<file path="config.mk">
export PLATFORM = sky130hd
export DESIGN_NAME = spi_tx_drain
export DESIGN_NICKNAME = d
export VERILOG_FILES = /design/src/rtl/spi_tx_drain.sv
export SDC_FILE = /design/constraint.sdc
export NUM_CORES = 1
export LEC_CHECK = 0
export CORE_ASPECT_RATIO = 2
export CORE_MARGIN = 1
export CORE_UTILIZATION = 40
export CTS_CLUSTER_SIZE = 20
export DETAILED_ROUTE_END_ITERATION = 10
export PLACE_DENSITY = 0.65
export SYNTH_ARGS = -nofsm -noshare
export SYNTH_HDL_FRONTEND = slang
export SYNTH_SLANG_ARGS = --single-unit
</file>
<file path="constraint.sdc">
create_clock -name clk -period 1.9 [get_ports clk]
set_clock_uncertainty 0.15 [all_clocks]
set_input_delay 0.475 -clock clk [delete_from_list [all_inputs] [get_ports clk]]
set_output_delay 0.475 -clock clk [all_outputs]
set_load 0.02 [all_outputs]
</file>
<file path="src/rtl/spi_tx_drain.sv">
// Purpose : SPI mode-0 master that pops bytes from the upstream fifo_mxn and shifts them out MSB-first.
// Latency : first SCLK rise 4+clkdiv cycles after a pop decision; byte_done 4+2*dw*clkdiv cycles after it.
// Backpressure: pops only when enable=1 and the FIFO flags data; enable is sampled only between bytes.
//
// Ports:
//   clk, rst        - single clock, synchronous active-high reset
//   enable          - level; allows starting a new byte (sampled in IDLE and DONE only)
//   fifo_empty      - FIFO "empty" flag, 1 = data available
//   fifo_odat       - FIFO registered read data, valid the cycle after the pop falling edge
//   fifo_oen        - pop strobe; the FIFO pops on its high->low transition
//   sclk/mosi/cs_n  - SPI bus (CPOL=0, CPHA=0)
//   busy            - high whenever the controller is not idle
//   byte_done       - one-cycle pulse after the last SCLK falling edge of each byte

module spi_tx_drain #(
    parameter int dw     = 8,
    parameter int clkdiv = 4
) (
    input  logic          clk,
    input  logic          rst,
    input  logic          enable,
    input  logic          fifo_empty,
    input  logic [dw-1:0] fifo_odat,
    output logic          fifo_oen,
    output logic          sclk,
    output logic          mosi,
    output logic          cs_n,
    output logic          busy,
    output logic          byte_done
);

    localparam int CNT_W = (clkdiv > 1) ? $clog2(clkdiv) : 1;
    localparam int BIT_W = $clog2(dw + 1);
    localparam logic [CNT_W-1:0] CNT_MAX = CNT_W'(clkdiv - 1);

    typedef enum logic [2:0] {
        S_IDLE,
        S_POP_HI,
        S_POP_LO,
        S_LOAD,
        S_SHIFT,
        S_DONE
    } state_t;

    state_t           state_q,  state_d;
    logic [dw-1:0]    shreg_q,  shreg_d;
    logic [BIT_W-1:0] bitcnt_q, bitcnt_d;
    logic [CNT_W-1:0] hcnt_q,   hcnt_d;
    logic             sclk_q,   sclk_d;
    logic             mosi_q,   mosi_d;
    logic             cs_n_q,   cs_n_d;
    logic             oen_q,    oen_d;
    logic             busy_q,   busy_d;
    logic             done_q,   done_d;

    always_comb begin
        state_d  = state_q;
        shreg_d  = shreg_q;
        bitcnt_d = bitcnt_q;
        hcnt_d   = hcnt_q;
        sclk_d   = sclk_q;
        mosi_d   = mosi_q;
        cs_n_d   = cs_n_q;
        oen_d    = 1'b0;
        done_d   = 1'b0;

        case (state_q)
            S_IDLE: begin
                cs_n_d = 1'b1;
                sclk_d = 1'b0;
                if (enable && fifo_empty) begin
                    state_d = S_POP_HI;
                    oen_d   = 1'b1;
                end
            end
            // oen drops here; the FIFO reacts to that falling edge.
            S_POP_HI: state_d = S_POP_LO;
            // odat is refreshed by the FIFO at the end of this cycle.
            S_POP_LO: state_d = S_LOAD;
            S_LOAD: begin
                shreg_d  = fifo_odat;
                bitcnt_d = BIT_W'(dw);
                hcnt_d   = '0;
                cs_n_d   = 1'b0;
                mosi_d   = fifo_odat[dw-1];
                state_d  = S_SHIFT;
            end
            S_SHIFT: begin
                if (hcnt_q == CNT_MAX) begin
                    hcnt_d = '0;
                    sclk_d = ~sclk_q;
                    if (!sclk_q) begin
                        // rising edge: slave samples the current bit
                        bitcnt_d = bitcnt_q - 1'b1;
                    end else if (bitcnt_q != '0) begin
                        // falling edge with bits left: present the next one
                        shreg_d = shreg_q << 1;
                        mosi_d  = shreg_d[dw-1];
                    end else begin
                        // falling edge after the last rise closes the byte
                        state_d = S_DONE;
                        done_d  = 1'b1;
                    end
                end else begin
                    hcnt_d = hcnt_q + 1'b1;
                end
            end
            S_DONE: begin
                sclk_d = 1'b0;
                if (enable && fifo_empty) begin
                    // burst: keep cs_n low across the pop gap
                    state_d = S_POP_HI;
                    oen_d   = 1'b1;
                end else begin
                    state_d = S_IDLE;
                    cs_n_d  = 1'b1;
                end
            end
            default: begin
                state_d = S_IDLE;
                cs_n_d  = 1'b1;
                sclk_d  = 1'b0;
            end
        endcase

        busy_d = (state_d != S_IDLE);
    end

    always_ff @(posedge clk) begin
        if (rst) begin
            state_q  <= S_IDLE;
            shreg_q  <= '0;
            bitcnt_q <= '0;
            hcnt_q   <= '0;
            sclk_q   <= 1'b0;
            mosi_q   <= 1'b0;
            cs_n_q   <= 1'b1;
            oen_q    <= 1'b0;
            busy_q   <= 1'b0;
            done_q   <= 1'b0;
        end else begin
            state_q  <= state_d;
            shreg_q  <= shreg_d;
            bitcnt_q <= bitcnt_d;
            hcnt_q   <= hcnt_d;
            sclk_q   <= sclk_d;
            mosi_q   <= mosi_d;
            cs_n_q   <= cs_n_d;
            oen_q    <= oen_d;
            busy_q   <= busy_d;
            done_q   <= done_d;
        end
    end

    assign fifo_oen  = oen_q;
    assign sclk      = sclk_q;
    assign mosi      = mosi_q;
    assign cs_n      = cs_n_q;
    assign busy      = busy_q;
    assign byte_done = done_q;

endmodule

</file>
== Word level (Yosys, flattened, before mapping) ==
Cells that the tools add are included.

* Add/sub/neg operators: 2
* Eq/ne operators: 11
* Mux-type cells: 25
* Bitwise logic cells: 6
* Reductions and logical operators: 14

{| class="wikitable"
|+ Operators with widths
! operator !! count
|-
| 7-bit 2-to-1 mux || 3
|-
| 3-bit case mux with 6 select lines || 1
|-
| 7-bit case mux with 2 select lines || 1
|-
| 3-bit 2-to-1 mux || 4
|-
| 2-bit inequality test, second input constant || 5
|-
| 1-bit 2-to-1 mux || 8
|-
| 4-bit 2-to-1 mux || 2
|-
| 4-bit case mux with 2 select lines || 1
|-
| 3-bit by 2-bit == test with 1-bit output, second input constant || 2
|-
| 3-bit == test, second input constant || 2
|-
| 1-bit NOT || 6
|-
| 3-bit OR reduction || 2
|-
| 1-bit case mux with 2 select lines || 2
|-
| 2-bit case mux with 2 select lines || 1
|-
| 2-bit AND reduction || 2
|-
| 4-bit AND reduction || 1
|-
| 4-bit nonzero test || 1
|-
| 2-bit OR reduction || 2
|-
| 4-bit OR reduction || 1
|-
| 4-bit by 1-bit subtractor with 4-bit output, second input constant || 1
|-
| 3-bit by 1-bit == test with 1-bit output, second input constant || 1
|-
| 3-bit zero test || 1
|-
| 1-bit case mux with 3 select lines || 1
|-
| 3-bit AND reduction || 1
|-
| 6 further kinds || 6
|}

* Bits in registers: 22
* Bits of input ports: 12
* Word-level logic and storage cells: 68

== Logic depth before layout (Yosys ltp) ==
* Depth after elaboration: 6
* Depth in mapped cells: 6
* Gate-level depth less buffers: 5

== Worst setup path before layout ==
No wires, ideal clock.

* Path kind: reg2reg
* Start: register state_q[2]
* End: register shreg_q[3]
* Data arrival time: 1,497 ps
* Path slack: 165 ps
* Cell stages (with the launch flop): 7
* Path buffers: 2
* Period minus slack after synthesis: 1,735 ps
* Path through: dfxtp_1 -> or3b_1 -> buf_6 -> o22ai_4 -> buf_6 -> a21oi_1 -> a311oi_2

* Longest elaborated chain between the ends: 3
* Elaborated cells on any way between the ends: 8
* Classes of those cells: eq/ne (5); mux (1); reduce/logical (2)

{| class="wikitable"
|+ RTL lines
! what !! line !! source
|-
| from (decl) || 45 || <nowiki>state_t state_q, state_d;</nowiki>
|-
| from (signal assigned) || 142 || <nowiki>state_q <= state_d;</nowiki>
|-
| 3-bit == test / 3-bit by 2-bit == test with 1-bit output (equally long branches) || 67 || <nowiki>case (state_q)</nowiki>
|-
| 2-bit inequality test (no line) / 2-bit nonzero test (equally long branches) || - ||
|-
| 4-bit AND reduction (no line) || - ||
|-
| to (signal assigned) || 143 || <nowiki>shreg_q <= shreg_d;</nowiki>
|-
| to (decl) || 46 || <nowiki>logic [dw-1:0] shreg_q, shreg_d;</nowiki>
|}

Parallel ways exist; a longest one is shown, timed or not.
A chain may end at the register's enable or synchronous reset.

== Final worst setup path ==
* Start: register mosi_q, in the netlist mosi
* End: output port mosi

{| class="wikitable"
|+ RTL lines
! what !! line !! source
|-
| from (decl) || 50 || <nowiki>logic mosi_q, mosi_d;</nowiki>
|-
| from (signal assigned) || 147 || <nowiki>mosi_q <= mosi_d;</nowiki>
|-
| to (decl) || 26 || <nowiki>output logic mosi,</nowiki>
|}

No word-level cell between the ends.

==> flow_metrics.py <==
metrics = {
    "grt": {
        "grt-ovfl-total": 0,
        "grt_use_total_pct": 16.3,
        "antenna_found_initial": 0,
        "grt_max_degree": 21,
        "grt_first_pass_wirelength_um": 3370,
        "grt_pass1_vias": 838,
    },
    "sta": {
        "slew_headroom_pct": 70.0,
        "period_minus_slack_ns": 1.81,
        "rsz0062_at_grt": "no",
        "worst_slew_pin_slew_ns": 0.450,
        "slew_violations": 0,
        "fmax_mhz": 552,
        "post-route-period-util_pct": 95.3,
        "finalHoldViolCount": 0,
        "tns_ns": 0,
        "setup_viol": 0,
    },
    "outcome": {
        "status": "finished with violations",
        "violations": "design-rule violations",
    },
    "route": {
        "viasPerCell": 5.53,
        "antenna_left": 0,
        "drc": 1,
        "vias": 880,
        "drt-total-wl_um": 2120,
        "drtIter0Drc": 28,
        "wl_per_cell_um": 13.3,
        "first_pass_iters": 7,
    },
    "min_path": {
        "min_path_type": "register to register",
        "whs_path_depth": 1,
        "hp-start": "cs_n",
        "hold_path_end": "cs_n",
    },
    "floorplanning": {
        "die_y_um": 74.7,
        "core-area_um2": 2540,
        "std_cell_rows": 26,
        "die_area_um2": 2860,
        "pin_count": 18,
        "die_width_um": 38.3,
        "start_util_pct": 41.6,
    },
    "setup_path": {
        "crit_chain": "clkdlybuf4s50_1",
        "cp_num_buf_inv": 1,
        "criticalPathCategory": "register to output pin",
        "worst_setup_path_start_kind": "register",
        "crit_family": "buffers and inverters",
        "crit_slowest_cell": "clkdlybuf4s50_1",
        "ff2ff_path_depth": 4,
        "worst_ep_required_time_ns": 1.27,
        "worstPathArrival_ns": 1.19,
        "cpPeakStageDelay_ns": 0.60,
        "path_max_fanout": 2,
        "cp.depth": 1,
        "r2r_slack_ns": 0.13,
        "endpoint_kind": "output pin",
        "reg2reg_to": "mosi",
        "r2r_start": "state_q[0]",
    },
    "place": {
        "hpwlAfterDp_um": 1530,
        "placed_cells": 156,
        "io_buffers": 17,
        "place_congestion": 0.799,
    },
    "layout": {
        "fin_nets": 148,
        "num-fill-cells": 250,
        "antenna_cells": 0,
        "syn2layout_area_growth_pct": 25.8,
        "stdcell_count": 159,
        "layout-drive-gt1-share_pct": 13.0,
    },
    "clock_network": {
        "clk_pin_slew_ns": 0.07,
        "ctsHoldBuffers": 0,
        "clk_path_buf_depth": 2,
        "cts_sinks": 22,
        "cts-htree-levels": 1,
        "numCtsBuffers": 3,
        "cts.root.buffer_cell": "clkbuf_8",
        "clk_latency_ns": 0.25,
        "cts_tree": "done",
        "cts_setup_buffers": 0,
    },
    "synthesis": {
        "synth_cells": 111,
        "synth-seq-cells": 22,
        "syn_nets": 126,
        "yosysSeqAreaShare_pct": 41.7,
        "syn_avg_cell_area_um2": 9.51,
        "yosys_warnings": 0,
        "ys_types": 31,
        "syn_area_um2": 1060,
    },
    "job": {
        "drv_cap": 0,
    },
    "power_and_ir_drop": {
        "vdd.ir_drop.worst_mv": 0.635,
        "p_leak_uw": 0.000547,
        "power_density_nw_per_um2": 648,
    },
}
cell type report:
| class | count | area [um^2] | share of cell area (%) |
|---|---|---|---|
| Multi-Input combinational cell | 78 | 556 | 41.8 |
| Sequential cell | 22 | 440 | 33.1 |
| Timing Repair Buffer | 25 | 245 | 18.5 |
| Clock buffer | 3 | 41.3 | 3.11 |
| Tap cell | 28 | 35.0 | 2.64 |
| Inverter | 3 | 11.3 | 0.847 |
cell families after synthesis:
logic type / Yosys count / synth area share, %
compound gates: 32 / 23.1
xor+xnor: 4 / 3.32
fa+ha+maj: 3 / 3.55
buf+inv: 11 / 5.69
flops: 22 / 41.7
mux: 7 / 6.64
simple gates: 32 / 16.0
per-layer routing:
layer	up-vias	track usage [%]	part of all wire, %	wire, um
met1	423	15.1	41	870
met3	2	1.77	2.4	51
met2	11	32.4	55	1160
li1	444	-	-	-
met4	0	8.05	1.7	35
met5	-	0	0	0
timing repair:
action,CTS,global route
gates resized for setup,0,1
endpoints found under the setup margin,0,4
hold endpoints to repair,0,0
synthesized netlist by cell type, drive strengths merged:
cell type  count  area (um^2)
dfxtp         22          440
a21oi         14         70.1
nor2           8         30.0
a311oi         7         80.1
mux2i          7         70.1
nor3           6         30.0
buf            5         37.5
nand2          5         18.8
nand3          4         20.0
clkbuf         3         11.3
ha             3         37.5
inv            3         11.3
xor2           3         26.3
a211oi         2         15.0
a21o           2         15.0
nand2b         2         12.5
nor2b          2         12.5
o21ai          2         10.0
a211o          1         8.76
a21bo          1         10.0
a22oi          1         7.51
and3b          1         8.76
nand4b         1         8.76
nor3b          1         12.5
nor4           1         6.26
o21a           1         7.51
o22ai          1         20.0
or3b           1         8.76
xnor2          1         8.76
flip-flops by register name, indices dropped and copies added, names as in the netlist, 2 cells and up:
name      cells
shreg_q       7
bitcnt_q      4
state_q       3
hcnt_q        2
cells in the final DEF, fill, tap and decap left out, types with 3 or more instances in the layout:
cell type,n
clkbuf_8,3
dfxtp_1,22
nor2_1,8
xor2_1,3
a311oi_2,3
mux2i_1,7
nand2_1,5
clkdlybuf4s50_1,16
a21oi_1,14
a311oi_1,4
inv_1,3
nand3_1,4
nor3_1,6
ha_1,3
buf_4,7
worst max-delay path by stage:
stage,from,endpoint,slack [ns]
floorplan,state_q[2],shreg_q[3],0.16
global placement,enable,cs_n,0.05
detailed placement,fifo_empty,cs_n,0.02
CTS,sclk,sclk,0.02
global route,hcnt_q[0],shreg_q[3],0.009
finish,mosi,mosi,0.09
metrics by stage:
| stage | utilization [%] | hold WS, ns | setup WS [ns] | area [um^2] | power (uW) |
|---|---|---|---|---|---|
| 4_1_cts | 52.3 | 0.320 | 0.0168 | 1330 | 874 |
| 6_report | 52.4 | 0.312 | 0.0896 | 1330 | 861 |
| 5_1_grt | 52.4 | 0.346 | 0.00889 | 1330 | 901 |
| 3_3_place_gp | 50.6 | 0.299 | 0.0481 | 1280 | 597 |
| 3_5_place_dp | 50.6 | 0.302 | 0.0218 | 1280 | 599 |
| 2_1_floorplan | - | 0.307 | 0.165 | 1060 | 549 |
report_power, final:
group / switching (uW) / total (uW) / internal (uW)
Combinational: 52.4 / 111 / 58.9
Clock: 133 / 273 / 141
Sequential: 4.54 / 477 / 472
Total: 190 / 861 / 672
Note: power is estimated with default switching activity, not from simulation.
